[config.mk]
export PLATFORM = sky130hd
export DESIGN_NAME = async_fifo_rd_drain
export DESIGN_NICKNAME = d
export VERILOG_FILES = /design/src/rtl/async_fifo_rd_drain.sv
export SDC_FILE = /design/constraint.sdc
export NUM_CORES = 1
export LEC_CHECK = 0
export BUFFER_PORTS_ARGS = -buffer_cell sky130_fd_sc_hd__buf_2
export CORE_MARGIN = 10
export CORE_UTILIZATION = 55
export DETAILED_ROUTE_END_ITERATION = 8
export GPL_TIMING_DRIVEN = 0
export PLACE_DENSITY = 0.85
export RECOVER_POWER = 25
export SKIP_CTS_REPAIR_TIMING = 1
export SLEW_MARGIN = 10
export SYNTH_ARGS = -nofsm -noshare
export SYNTH_HDL_FRONTEND = slang
export SYNTH_SLANG_ARGS = --single-unit
[constraint.sdc]
create_clock -name rd_clk -period 3.2 [get_ports rd_clk]
set_input_delay 0 -clock rd_clk [delete_from_list [all_inputs] [get_ports rd_clk]]
set_output_delay 0 -clock rd_clk [all_outputs]
set_load 0.02 [all_outputs]
[src/rtl/async_fifo_rd_drain.sv]
// Read-side drain controller for an async FIFO: credit-limited read issue,
// in-flight tracking, a small output buffer and a sticky protocol error flag.
module async_fifo_rd_drain #(
    parameter int WIDTH      = 32,
    parameter int BUF_DEPTH  = 4,
    parameter int RD_LATENCY = 1
) (
    input  logic             rd_clk,
    input  logic             sync_rst,
    input  logic             drain_en,
    input  logic             empty,
    input  logic             rd_valid,
    input  logic [WIDTH-1:0] rd_data,
    output logic             rd_en,
    output logic             out_valid,
    output logic [WIDTH-1:0] out_data,
    input  logic             out_ready,
    output logic [2:0]       in_flight,
    output logic [31:0]      word_count,
    output logic             err
);
    localparam int PW = $clog2(BUF_DEPTH);
    localparam int CW = PW + 1;
    localparam int HW = $clog2(RD_LATENCY + 1);
    localparam int SW = ((CW > 3) ? CW : 3) + 1;

    logic [WIDTH-1:0] mem [BUF_DEPTH];
    logic [PW-1:0]    head, tail;
    logic [CW-1:0]    buf_count;
    logic [HW-1:0]    holdoff;
    logic [SW-1:0]    occupancy;
    logic             holdoff_active, full, pop, rv_live, rv_take, push, err_set;

    assign holdoff_active = (holdoff != '0);
    assign full           = (buf_count == CW'(BUF_DEPTH));
    assign out_valid      = (buf_count != '0);
    assign pop            = out_valid && out_ready;
    assign out_data       = out_valid ? mem[head] : '0;

    // Credit counts registered state only, so a pop frees space one cycle later.
    assign occupancy = SW'(in_flight) + SW'(buf_count);
    assign rd_en     = !sync_rst && drain_en && !empty && !holdoff_active
                       && (occupancy < SW'(BUF_DEPTH));

    // Returns during holdoff belong to reads killed by reset and are ignored.
    assign rv_live = rd_valid && !holdoff_active;
    assign rv_take = rv_live && (in_flight != '0);
    assign push    = rv_take && (!full || pop);
    assign err_set = rv_live && ((in_flight == '0) || (full && !pop));

    always_ff @(posedge rd_clk) begin
        if (sync_rst) begin
            head       <= '0;
            tail       <= '0;
            buf_count  <= '0;
            in_flight  <= '0;
            word_count <= '0;
            err        <= 1'b0;
            holdoff    <= HW'(RD_LATENCY);
        end else begin
            if (holdoff_active)
                holdoff <= holdoff - HW'(1);
            if (rd_en && !rv_take)
                in_flight <= in_flight + 3'd1;
            else if (!rd_en && rv_take)
                in_flight <= in_flight - 3'd1;
            if (push)
                tail <= tail + PW'(1);
            if (pop)
                head <= head + PW'(1);
            if (push && !pop)
                buf_count <= buf_count + CW'(1);
            else if (pop && !push)
                buf_count <= buf_count - CW'(1);
            if (pop)
                word_count <= word_count + 32'd1;
            if (err_set)
                err <= 1'b1;
        end
    end

    // Storage needs no reset; out_data is gated by out_valid.
    always_ff @(posedge rd_clk) begin
        if (!sync_rst && push)
            mem[tail] <= rd_data;
    end
endmodule

---- Word-level counts from Yosys, hierarchy flattened ----
Memories as Yosys holds them, arrays and structs flattened. A register that Yosys moved wholly into a read port is not among the register bits.
Cells that the tools add are included.
cells by class
  $add $sub $neg .......................... 9
  reduce and logical (&&, ||, !) cells .... 30
  magnitude comparators ................... 1
  muxes and demuxes ....................... 10
  eq/ne operators ......................... 1
operator list
  operator                 number
  $add A32 B1 Y32 const B  1
  $mux W32                 1
  $logic_and A1 B1 Y1      15
  $mux W3                  4
  $logic_not A1 Y1         8
  $add A3 B1 Y3 const B    2
  $reduce_bool A3 Y1       2
  $sub A3 B1 Y3 const B    2
  $add A2 B1 Y2 const B    2
  $add A3 B3 Y4            1
  $lt A4 B3 Y1 const B     1
  $mux W2                  2
  $reduce_bool A2 Y1       2
  $eq A3 B3 Y1 const B     1
  $logic_not A3 Y1         1
  $mux W1                  3
  $logic_or A1 B1 Y1       2
  $sub A1 B1 Y1 const B    1
word-level totals
  RAM bits ................................ 128
  memories ................................ 1
  flip-flop bits (word level) ............. 44
  input port bits ......................... 38
  output and inout bits ................... 70
memories
  memory  words  bits a word  read ports  clocked after Yosys merged registers in  wr ports  RTL line  text
  mem     4      32           1           1                                        1         27        logic [WIDTH-1:0] mem [BUF_DEPTH];

---- Logic depth before layout (Yosys ltp) ----
Gate-level depths: netlist of the first run.
  depth after elaboration ................. 9
  depth in mapped cells ................... 10
  gate-level depth less buffers ........... 10

---- Least setup slack after synthesis of the first run ----
No wires, ideal clock.
  path kind ............................... flip-flop to flip-flop
  start point ............................. register in_flight[2]
  end point ............................... register in_flight[2]
  setup slack ............................. 0.462 ns
  cell stages (with the launch flop) ...... 11
  data required time ...................... 3.130 ns
  period minus slack after synthesis ...... 2.738 ns
  arrival ................................. 2.668 ns
  cells stage by stage .................... dfxtp_1 ha_1 nor4_1 nand3_1 a31oi_1 ha_1 inv_1 fa_1 xor2_1 or3_1 a21oi_1
between the ends
  word-level cells in the longest chain between the ends .. 6
ends and longest elaborated chain
  item                          RTL line  text
  start: declaration            18        output logic [2:0] in_flight,
  start signal: assignment      64        in_flight <= in_flight + 3'd1;
  start signal: assignment      66        in_flight <= in_flight - 3'd1;
  $add A3 B3 Y4 (*)             41        assign occupancy = SW'(in_flight) + SW'(buf_count);
  $lt A4 B3 Y1 (*)              43        && (occupancy < SW'(BUF_DEPTH));
  $logic_and A1 B1 Y1 (*)       43
  net rd_en                     14        output logic rd_en,
  $logic_not A1 Y1              65        else if (!rd_en && rv_take)
  $logic_and A1 B1 Y1           65
  $reduce_bool A2 Y1 (no line)  n/a
The timed path passes the listed nets; every way through them passes the cells marked *. The select of a mux whose other input is x is not followed.
A chain may end at the register's enable or synchronous reset.

---- Worst setup path in the final report of the first run ----
  start point ............................. register in_flight[0]
  end point ............................... register buf_count[2]
between the ends
  word-level cells in the longest chain between the ends .. 6
ends and longest elaborated chain
  item                          RTL line  text
  $reduce_bool A3 Y1 (*)        47        assign rv_take = rv_live && (in_flight != '0);
  $logic_and A1 B1 Y1 (*)       47
  $logic_and A1 B1 Y1 (*)       48        assign push = rv_take && (!full || pop);
  $logic_not A1 Y1              73        else if (pop && !push)
  $logic_and A1 B1 Y1           73
  $reduce_bool A2 Y1 (no line)  n/a
  end signal: assignment        72        buf_count <= buf_count + CW'(1);
  end signal: assignment        74        buf_count <= buf_count - CW'(1);
  end: declaration              29        logic [CW-1:0] buf_count;
Mark *: on every way between the ends. The rest lies on a longest branch, timed or not.

==> summary.md, run 1 <==
| Metric | Value |
|---|---|
| Status | `finished clean` |
| Area Growth Syn to Fin | `24.5%` |
| Final hold viol count | `0` |
| Dpl hpwl | `between 10 and 15 mm` |
| Final ANT Viol Nets | `0` |
| Util after Layout | `between 60% and 70%` |
| Dominant cells by area after synthesis | `edfxtp_1 55%, dfxtp_1 13%, mux4_2 10%` |
| XOR/XNOR Fraction of Synth Area | `around 3.8%` |
| Main combinational cell family by area after synthesis | `simple AND/OR/NAND/NOR gates` |
| Max_slew headroom | `37.6%` |
| Netlist cell types | `37` |
| Final Net Count | `around 670` |
| Inserted Diodes | `0` |
| Multiplexer share of the synthesized area | `10.9%` |
| Routed length per instance | `roughly 19 µm` |
| CTS clk-pin slew, worst paths | `~60 ps` |
| Total Neg Setup Slack | `0 ps` |
| Worst setup SP type | `flip-flop` |
| Worst-Margin Slew | `922 ps` |
| Critical path class | `flip-flop to flip-flop` |
| Die height | `approximately 130 µm` |
| RSZ-0062 raised after global routing | `no` |
| Asr flop ratio synth | `0%` |
| Root Driver | `clkbuf_16` |
| Core footprint | `~13000 µm²` |
| Ys flop type | `edfxtp_1` |
| Final worst slack | `512 ps` |
| Crit path DAT | `3020 ps` |
| Power after layout | `~6100 µW` |
| Max rail drop VDD | `roughly 0.00036 V` |
| Worst Hold Class | `input port to flip-flop` |
| Routed WL | `between 15 and 20 mm` |
| Pwr/cell area | `around 700 nW/µm²` |
| Static leakage | `roughly 0.0031 µW` |
| Required @ worst endpoint | `around 3500 ps` |
| HP Start | `out_ready` |
| Pint | `4240 µW` |
| Crit share post-route | `roughly 84%` |
| Die area | `~18000 µm²` |
| Fin Hold WS | `approximately 2.0 ps` |
| Yosys warning count | `0` |
| CTS tree | `done` |
| CP Launch Point | `in_flight[0]$_SDFFE_PP0P_` |
| CP Capture Type | `flip-flop` |
| Syn_nets | `between 500 and 600` |
| Cell taking the most area after synthesis | `edfxtp_1` |
| Peak Freq | `around 370 MHz` |
| Final GP Congestion | `between 0.8 and 0.9` |
| Row Count | `41` |
| Die X-Extent | `approximately 130 µm` |
| IO Pins | `108` |
| Final setup fails | `0` |
| Pre-antenna DRT Iters | `4` |
| Pre-CTS setup slack | `~570 ps` |
| CTS Buffer Depth | `2` |
| DR vias | `4349` |
| # DRC | `0` |
| MaxCap Viol Count | `0` |
| Synthesized flop and latch total | `about 170` |
| CTS Sinks | `approximately 170` |
| Mapped cell area | `between 6000 and 7000 µm²` |
| Port Buffer Count | `between 100 and 150` |
| DR vias/cell | `between 5 and 6` |
| Seq/Total Area, Yosys | `between 60 and 70%` |
| Global-route usage over all layers | `between 10% and 20%` |
| CTS Buf Count | `17` |
| Initial Util | `55.8%` |
| Clk_skew | `7.99 ps` |
| Switching share of total power | `around 31%` |
| Syn avg cell area | `about 15 µm²` |
| Time the worst path needs with I/O delays and setup | `roughly 2700 ps` |
| Largest net degree at the start of global routing | `18` |
| Syn Inst Count | `between 400 and 500` |
| Htree depth | `4` |
| Area fraction of the dominant cell type after synthesis | `between 50% and 60%` |
| Slew Limit Fails | `0` |
| Fillers | `around 860` |
| Comb pwr share | `between 20% and 30%` |
| Psw | `roughly 1900 µW` |
| First DRT Iteration DRCs | `327` |
| Overflow after GRT | `0` |
| Initial antenna violation count | `0` |
| RR Startpoint | `in_flight[0]$_SDFFE_PP0P_` |
| Clock network fraction of design power | `between 30% and 40%` |
| Complex-gate fraction of the synthesized area | `1.90%` |
| Seq pwr share | `a little over two fifths` |
| Simple logic cell fraction of the synthesized area | `a little under an eighth` |
| Adder-cell area share of the yosys netlist | `around 2.2%` |
| Share of layout cells above drive strength 1 | `approximately a quarter` |
| Worst skew pair latency | `between 400 and 500 ps` |
| First-pass GRT wire length | `about 23 mm` |
| Crit-path max FO | `5` |
| Vias in the first global route | `4417` |
| EDFF count, synth | `roughly 130` |
==> critical path, stage by stage, from the launching register on <==
cell and delay [ps]:
dfxtp_1 430, or3_1 170, o41ai_1 90, nor3b_1 530
ha_1 300, inv_1 70, fa_1 390, xor2_1 160
or3_1 300, a21oi_1 170
==> sequential cells by signal (all words and copies together), names as in the netlist, named ones only <==
register,flops
mem,128
word_count,32
buf_count,3
in_flight,3
head,2
tail,2
err,1
holdoff,1
==> power groups by stage <==
| stage | Sequential [µW] | Combinational, µW | Clock [µW] |
|---|---|---|---|
| 2_1_floorplan | 2620 | 1090 | 0 |
| 3_3_place_gp | 2610 | 1590 | 0 |
| 3_5_place_dp | 2610 | 1640 | 0 |
| 4_1_cts | 2560 | 1650 | 1920 |
| 5_1_grt | 2570 | 1800 | 2010 |
| 6_report | 2560 | 1660 | 1890 |
==> cell usage after synthesis (9+ instances only) <==
master    instances
a21oi_1          11
and2_1           36
clkbuf_1         14
dfxtp_1          46
edfxtp_1        128
ha_1              9
inv_1            10
mux4_2           32
nand2_1          18
nand3_1          10
nor2_1           40
or3_1            10
xnor2_1          16
xor2_1           14
==> cell usage in the layout, fill, tap and decap left out, types with 10 or more instances in the layout <==
master / count
buf_2: 85
nand2_1: 18
dlygate4sd3_1: 33
edfxtp_1: 128
dfxtp_1: 46
a21oi_1: 11
inv_1: 10
xor2_1: 14
or3_1: 10
nor2_1: 40
and2_1: 32
xnor2_1: 16
clkbuf_1: 39
mux4_2: 32
clkbuf_16: 17
nand3_1: 10
==> area by class of cell <==
cell class / count / area [µm²] / area share [%]
flip-flops and latches: 174 / 4760 / 54.8
clock buffers: 17 / 425 / 4.89
repair buffers: 144 / 945 / 10.9
well taps: 172 / 215 / 2.47
multi-input cells: 251 / 2110 / 24.3
plain buffers: 19 / 78.8 / 0.906
clock inverters: 15 / 121 / 1.39
inverters: 10 / 37.5 / 0.431
==> logic make-up (layout without fill, tap and decap cells) <==
logic type | Yosys count | after routing
compound gates | 24 | 24
xor+xnor | 30 | 30
fa+ha+maj | 11 | 11
buf+inv | 29 | 205
flops | 174 | 174
mux | 36 | 36
simple gates | 150 | 150
==> final timing paths <==
path	end	slack, ps	depth (start not counted)
worst max-delay path	buf_count[2]$_SDFFE_PP0P_	510	9
worst min-delay path	err$_SDFFE_PP0P_	2	4
worst max register to register	buf_count[2]$_SDFFE_PP0P_	510	9
worst min register to register	word_count[1]$_SDFFE_PP0N_	500	2
==> layer usage <==
metal / GRT usage [%] / wire, µm
met4: 5.01 / 108
met5: 0 / 0
met2: 27.2 / 7530
met3: 6.93 / 1190
met1: 19.5 / 6200
==> per-stage QoR <==
step                area, µm²  cells
global route             8700    802
CTS                      8400    769
global placement         7740    733
finish                   8700    802
floorplan                6990    454
detailed placement       7860    737
Note: power is estimated with default switching activity, not from simulation.
==> run 2, diff against run 1 <==
==> constraint.sdc (replaced) <==
create_clock -name rd_clk -period 2.7 [get_ports rd_clk]
set_input_delay 0 -clock rd_clk [delete_from_list [all_inputs] [get_ports rd_clk]]
set_output_delay 0 -clock rd_clk [all_outputs]
set_load 0.02 [all_outputs]
==> run 2 against run 1 <==
Register-to-register slack got worse by 360 ps. Sequential share of layout area fell by 0.096 points. Hold slack improved by 110 ps. Wire length barely moved. Cell area rose by 0.20%. Clock skew barely moved.
==> summary.md, run 2 (synthesized netlist as in run 1, its figures left out) <==
| Metric | Value |
|---|---|
| Status | `finished clean` |
| Crit-path max FO | `5` |
| Commonest non-fill, non-tap cells in the layout | `128 x edfxtp_1, 86 x buf_2, 45 x dfxtp_1` |
| Fillers | `between 800 and 900` |
| Comb pwr share | `approximately a quarter` |
| Switching share of total power | `between 30% and 40%` |
| Crit path DAT | `between 2000 and 3000 ps` |
| Slew Limit Fails | `0` |
| Initial Util | `about 56%` |
| Power after layout | `around 7300 µW` |
| Crit path capture | `buf_count[2]$_SDFFE_PP0P_` |
| Port Buffer Count | `107` |
| Time the worst path needs with I/O delays and setup | `between 2000 and 3000 ps` |
| WP depth | `9` |
| Required @ worst endpoint | `3040 ps` |
| FF-to-FF setup slack | `around 150 ps` |
| Global-route usage over all layers | `16.6%` |
| Initial antenna violation count | `0` |
| MaxCap Viol Count | `0` |
| Worst path cell trace | `or3_1 -> o41ai_1 -> nor3b_2 -> ha_1 -> inv_1 -> fa_1 -> xor2_1 -> or3_1 -> a21oi_1` |
| Pre-antenna DRT Iters | `4` |
| Final ANT Viol Nets | `0` |
| CTS clk-pin slew, worst paths | `approximately 60 ps` |
| Peak Freq | `about 390 MHz` |
| Inserted Diodes | `0` |
| CTS Buf Count | `17` |
| DR vias/cell | `around 5.4` |
| Clk_skew | `roughly 7.6 ps` |
| Htree depth | `4` |
| Root Driver | `clkbuf_16` |
| Final setup fails | `0` |
| First DRT Iteration DRCs | `between 200 and 250` |
| Clock network fraction of design power | `about a third` |
| Worst Hold Class | `input port to flip-flop` |
| Most common cell after layout, fill and taps aside | `edfxtp_1` |
| CTS Sinks | `about 170` |
| Worst r2r dst | `buf_count[2]$_SDFFE_PP0P_` |
| Worst setup SP type | `flip-flop` |
| CTS Buffer Depth | `2` |
| CP Capture Type | `flip-flop` |
| Max_slew headroom | `45.4%` |
| Crit path top cell by count | `or3_1` |
| Number of buffers and inverters on the critical path | `1` |
| Worst R2R Path Depth | `9` |
| Max FFs per register | `128` |
| Row Count | `41` |
| Final hold viol count | `0` |
| Core footprint | `roughly 13000 µm²` |
| Final Net Count | `roughly 670` |
| Placed Instance Area | `7830 µm²` |
| Worst-Margin Slew | `a little over 800 ps` |
| RSZ-0062 raised after global routing | `no` |
| Pint | `5130 µW` |
| Crit share post-route | `between 90 and 100%` |
| Worst skew pair latency | `~420 ps` |
| First-pass GRT wire length | `22.9 mm` |
| Max rail drop VDD | `0.000522 V` |
| Area Growth Syn to Fin | `24.7%` |
| Static leakage | `approximately 0.0031 µW` |
| Design area | `8720 µm²` |
| CP Launch Point | `in_flight[0]$_SDFFE_PP0P_` |
| Slowest cell on crit path | `dfxtp_1` |
| Final worst slack | `around 150 ps` |
| Biggest register | `mem` |
| Routed length per instance | `approximately 19 µm` |
| Die X-Extent | `about 130 µm` |
| # DRC | `0` |
| Dpl hpwl | `10.1 mm` |
| Die height | `about 130 µm` |
| Seq pwr share | `41.5%` |
| Final GP Congestion | `~0.86` |
| Vias in the first global route | `approximately 4500` |
| Overflow after GRT | `0` |
| DR vias | `between 4000 and 5000` |
| CTS tree | `done` |
| RR Startpoint | `in_flight[0]$_SDFFE_PP0P_` |
| Util after Layout | `between 60% and 70%` |
| Pwr/cell area | `between 800 and 900 nW/µm²` |
| Pre-CTS setup slack | `9.78 ps` |
| Psw | `between 2000 and 2500 µW` |
| Worst path max stage delay | `440 ps` |
| Routed WL | `15.0 mm` |
| Critical path class | `flip-flop to flip-flop` |
| Die area | `roughly 18000 µm²` |
| IO Pins | `between 100 and 150` |
| Share of layout cells above drive strength 1 | `about a quarter` |
| Largest net degree at the start of global routing | `28` |
| Leading registers by flop count | `mem: 128 flops, word_count: 32 flops` |
| Critical path's top delay family | `simple AND/OR/NAND/NOR gates` |
==> run 2: how the worst min path moves through the flow <==
stage | startpoint | end | slack (ps) | depth (start not counted)
after floorplan | sync_rst | holdoff$_SDFF_PP1_ | 30 | 0
after global placement | sync_rst | holdoff$_SDFF_PP1_ | 130 | 1
after detailed placement | sync_rst | holdoff$_SDFF_PP1_ | 130 | 1
after CTS | sync_rst | holdoff$_SDFF_PP1_ | -320 | 1
after global routing | rd_valid | tail[1]$_SDFFE_PP0N_ | 110 | 4
final | rd_valid | tail[0]$_SDFFE_PP0N_ | 110 | 4
==> run 2: metrics by stage <==
step                      std cells  TNS, ps  hold WS, ps
after floorplan                 454        0         27.7
after global placement          733   -72110          129
after detailed placement        737        0          129
after CTS                       769    -27.8         -317
after global routing            802        0          113
final                           802        0          108
==> run 2: final cells by class <==
class	instances	area [µm²]	share of cell area, %
flip-flops and latches	174	4770	54.7
multi-input cells	251	2130	24.5
repair buffers	144	916	10.5
clock buffers	19	433	4.96
well taps	172	215	2.47
clock inverters	13	141	1.62
plain buffers	19	78.8	0.904
inverters	10	37.5	0.430
==> run 2: routing by layer <==
layer / share of wire, % / routed length [µm] / up-vias / track usage [%]
met5: 0 / 0 / - / 0
met4: 1.6 / 241 / 0 / 5.93
met3: 7.2 / 1090 / 18 / 6.28
met2: 50 / 7460 / 149 / 27.6
met1: 42 / 6240 / 2135 / 19.1
li1: - / - / 2030 / -
==> run 2: power groups by stage <==
stage | Sequential (µW) | Clock (µW) | Combinational [µW]
CTS | 3040 | 2380 | 1930
global placement | 3090 | 0 | 1870
detailed placement | 3100 | 0 | 1930
finish | 3040 | 2330 | 1960
global route | 3060 | 2490 | 2130
floorplan | 3100 | 0 | 1290
==> run 2: tightest hold or removal path, cell delays in order <==
cell	delay (ps)
buf_2	110
nor3b_2	190
xnor2_1	140
nor2_1	40
==> run 3, diff against run 2 <==
==> constraint.sdc (replaced) <==
create_clock -name rd_clk -period 2.7 [get_ports rd_clk]
set_input_delay 0.27 -clock rd_clk [delete_from_list [all_inputs] [get_ports rd_clk]]
set_output_delay 0.27 -clock rd_clk [all_outputs]
set_load 0.02 [all_outputs]
==> run 3 against run 2 <==
Cell count shrank 4.0%. Global-route usage is the same. Utilization shrank 2.5 points. Die area is the same. Sequential share of layout area grew 2.1 points. Wire length shrank 5.4%. Flip-flop and latch count is the same. Setup slack gained 21 ps. Critical path depth grew 3. Largest power group unchanged. Register-to-register slack gained 40 ps. Clock skew is essentially flat. Critical path type is now input port to flip-flop. First-iteration DRC count shrank 4.5%.
==> summary.md, run 3 (synthesized netlist as in run 1, its figures left out) <==
| Metric | Value |
|---|---|
| RSZ-0062 raised after global routing | `no` |
| Die area | `17600 µm²` |
| Largest net degree at the start of global routing | `28` |
| Worst path cell trace | `dlygate4sd3_1 -> buf_2 -> clkbuf_1 -> nor2_1 -> nand3_1 -> a31oi_2 -> ha_1 -> inv_1 -> fa_1 -> xor2_1 -> or3_1 -> a21oi_1` |
| Slew Limit Fails | `0` |
| Routed length per instance | `approximately 18 µm` |
| Peak Freq | `around 400 MHz` |
| Commonest non-fill, non-tap cells in the layout | `128 x edfxtp_1, 83 x buf_2, 45 x dfxtp_1` |
| Initial Util | `55.8%` |
| Htree depth | `4` |
| HP Start | `rd_data[28]` |
| DR vias | `approximately 4200` |
| Vias in the first global route | `between 4000 and 5000` |
| RR Startpoint | `in_flight[0]$_SDFFE_PP0P_` |
| Status | `finished clean` |
| CTS Sinks | `about 170` |
| Time the worst path needs with I/O delays and setup | `roughly 2500 ps` |
| Worst Hold Class | `input port to flip-flop` |
| Pre-CTS setup slack | `roughly 9.8 ps` |
| Slowest cell on crit path | `dlygate4sd3_1` |
| Max rail drop VDD | `between 0.0005 and 0.0006 V` |
| Worst r2r dst | `buf_count[2]$_SDFFE_PP0P_` |
| First DRT Iteration DRCs | `~230` |
| DR vias/cell | `5.42` |
| Crit-path max FO | `10` |
| Worst setup SP type | `input port` |
| Die X-Extent | `approximately 130 µm` |
| FF-to-FF setup slack | `around 190 ps` |
| Port Buffer Count | `107` |
| Overflow after GRT | `0` |
| CTS clk-pin slew, worst paths | `roughly 60 ps` |
| Global-route usage over all layers | `roughly 17%` |
| CP Capture Type | `flip-flop` |
| Clk_skew | `approximately 7.5 ps` |
| Share of layout cells above drive strength 1 | `27.3%` |
| Static leakage | `between 0.002 and 0.003 µW` |
| Worst-Margin Slew | `a little over 800 ps` |
| Worst path max stage delay | `approximately 530 ps` |
| Hold Path Cell Cnt | `1` |
| Dpl hpwl | `just over 10 mm` |
| Crit share post-route | `between 90% and 100%` |
| Final hold viol count | `0` |
| Final setup fails | `0` |
| Die height | `roughly 130 µm` |
| Core footprint | `12500 µm²` |
| Max_slew headroom | `between 40% and 50%` |
| Most common cell after layout, fill and taps aside | `edfxtp_1` |
| Routed WL | `between 10 and 15 mm` |
| Max FFs per register | `between 100 and 150` |
| Worst R2R Path Depth | `9` |
| Initial antenna violation count | `1` |
| Pre-antenna DRT Iters | `4` |
| Biggest register | `mem` |
| Worst skew pair latency | `420 ps` |
| Leading registers by flop count | `mem: 128 flops, word_count: 32 flops` |
| Fin Hold WS | `around 71 ps` |
| Total Neg Setup Slack | `0 ps` |
| Row Count | `about 40` |
| Final GP Congestion | `0.858` |
| Crit path DAT | `around 2900 ps` |
| Hold endpoint | `mem[1][28]$_DFFE_PP_` |
| Final worst slack | `~170 ps` |
| Final ANT Viol Nets | `0` |
| IO Pins | `108` |
| Root Driver | `clkbuf_16` |
| Area Growth Syn to Fin | `20.2%` |
| MaxCap Viol Count | `0` |
| Pwr/cell area | `865 nW/µm²` |
| Power after layout | `7270 µW` |
| Final Net Count | `roughly 630` |
| CTS Buffer Depth | `2` |
| CTS Buf Count | `17` |
| # DRC | `0` |
| CTS tree | `done` |
| Critical path class | `input port to flip-flop` |
| Required @ worst endpoint | `3040 ps` |
| First-pass GRT wire length | `22.9 mm` |
==> run 3: how the worst max path moves through the flow <==
stage	startpoint	to	slack, ps
floorplan	in_flight[0]$_SDFFE_PP0P_	mem[0][0]$_DFFE_PP_	50
CTS	in_flight[0]$_SDFFE_PP0P_	buf_count[2]$_SDFFE_PP0P_	-30
global placement	in_flight[0]$_SDFFE_PP0P_	mem[1][2]$_DFFE_PP_	-570
finish	sync_rst	in_flight[2]$_SDFFE_PP0P_	170
detailed placement	in_flight[0]$_SDFFE_PP0P_	buf_count[2]$_SDFFE_PP0P_	10
global route	in_flight[0]$_SDFFE_PP0P_	buf_count[2]$_SDFFE_PP0P_	40
==> run 3: power breakdown <==
group          total, µW  switching (µW)  internal (µW)
Sequential          3060            99.6           2960
Combinational       1880            1090            785
Clock               2330             968           1360
Total               7270            2160           5110
==> run 3: layer usage <==
metal  global-route usage [%]  share of wire, %
met1                     19.1                41
met2                     27.6                50
met3                     6.28               7.9
met4                     5.93               1.0
met5                        0                 0
==> run 3: layout make-up <==
class	count	area [µm²]
antenna	1	2.50
buffer	18	80.1
clock buffer	19	433
clock inverter	13	141
fill	906	4120
inverter	10	37.5
multi-input combinational	251	2130
sequential	174	4770
tap	172	215
timing repair buffer	112	594
==> run 3: through the flow <==
| step | instance area [µm²] | utilization [%] | std cells |
|---|---|---|---|
| 6_report | 8400 | 67.1 | 770 |
| 5_1_grt | 8400 | 67.1 | 769 |
| 4_1_cts | 8410 | 67.2 | 769 |
| 3_5_place_dp | 7830 | 62.6 | 737 |
| 3_3_place_gp | 7750 | 61.9 | 733 |
| 2_1_floorplan | 7000 | - | 454 |
==> run 3: worst max-delay path, delay by kind of cell <==
family | cells | cell delay, ps
buf+inv | 4 | 950
simple gates | 3 | 570
fa+ha+maj | 2 | 570
compound gates | 2 | 350
xor+xnor | 1 | 160
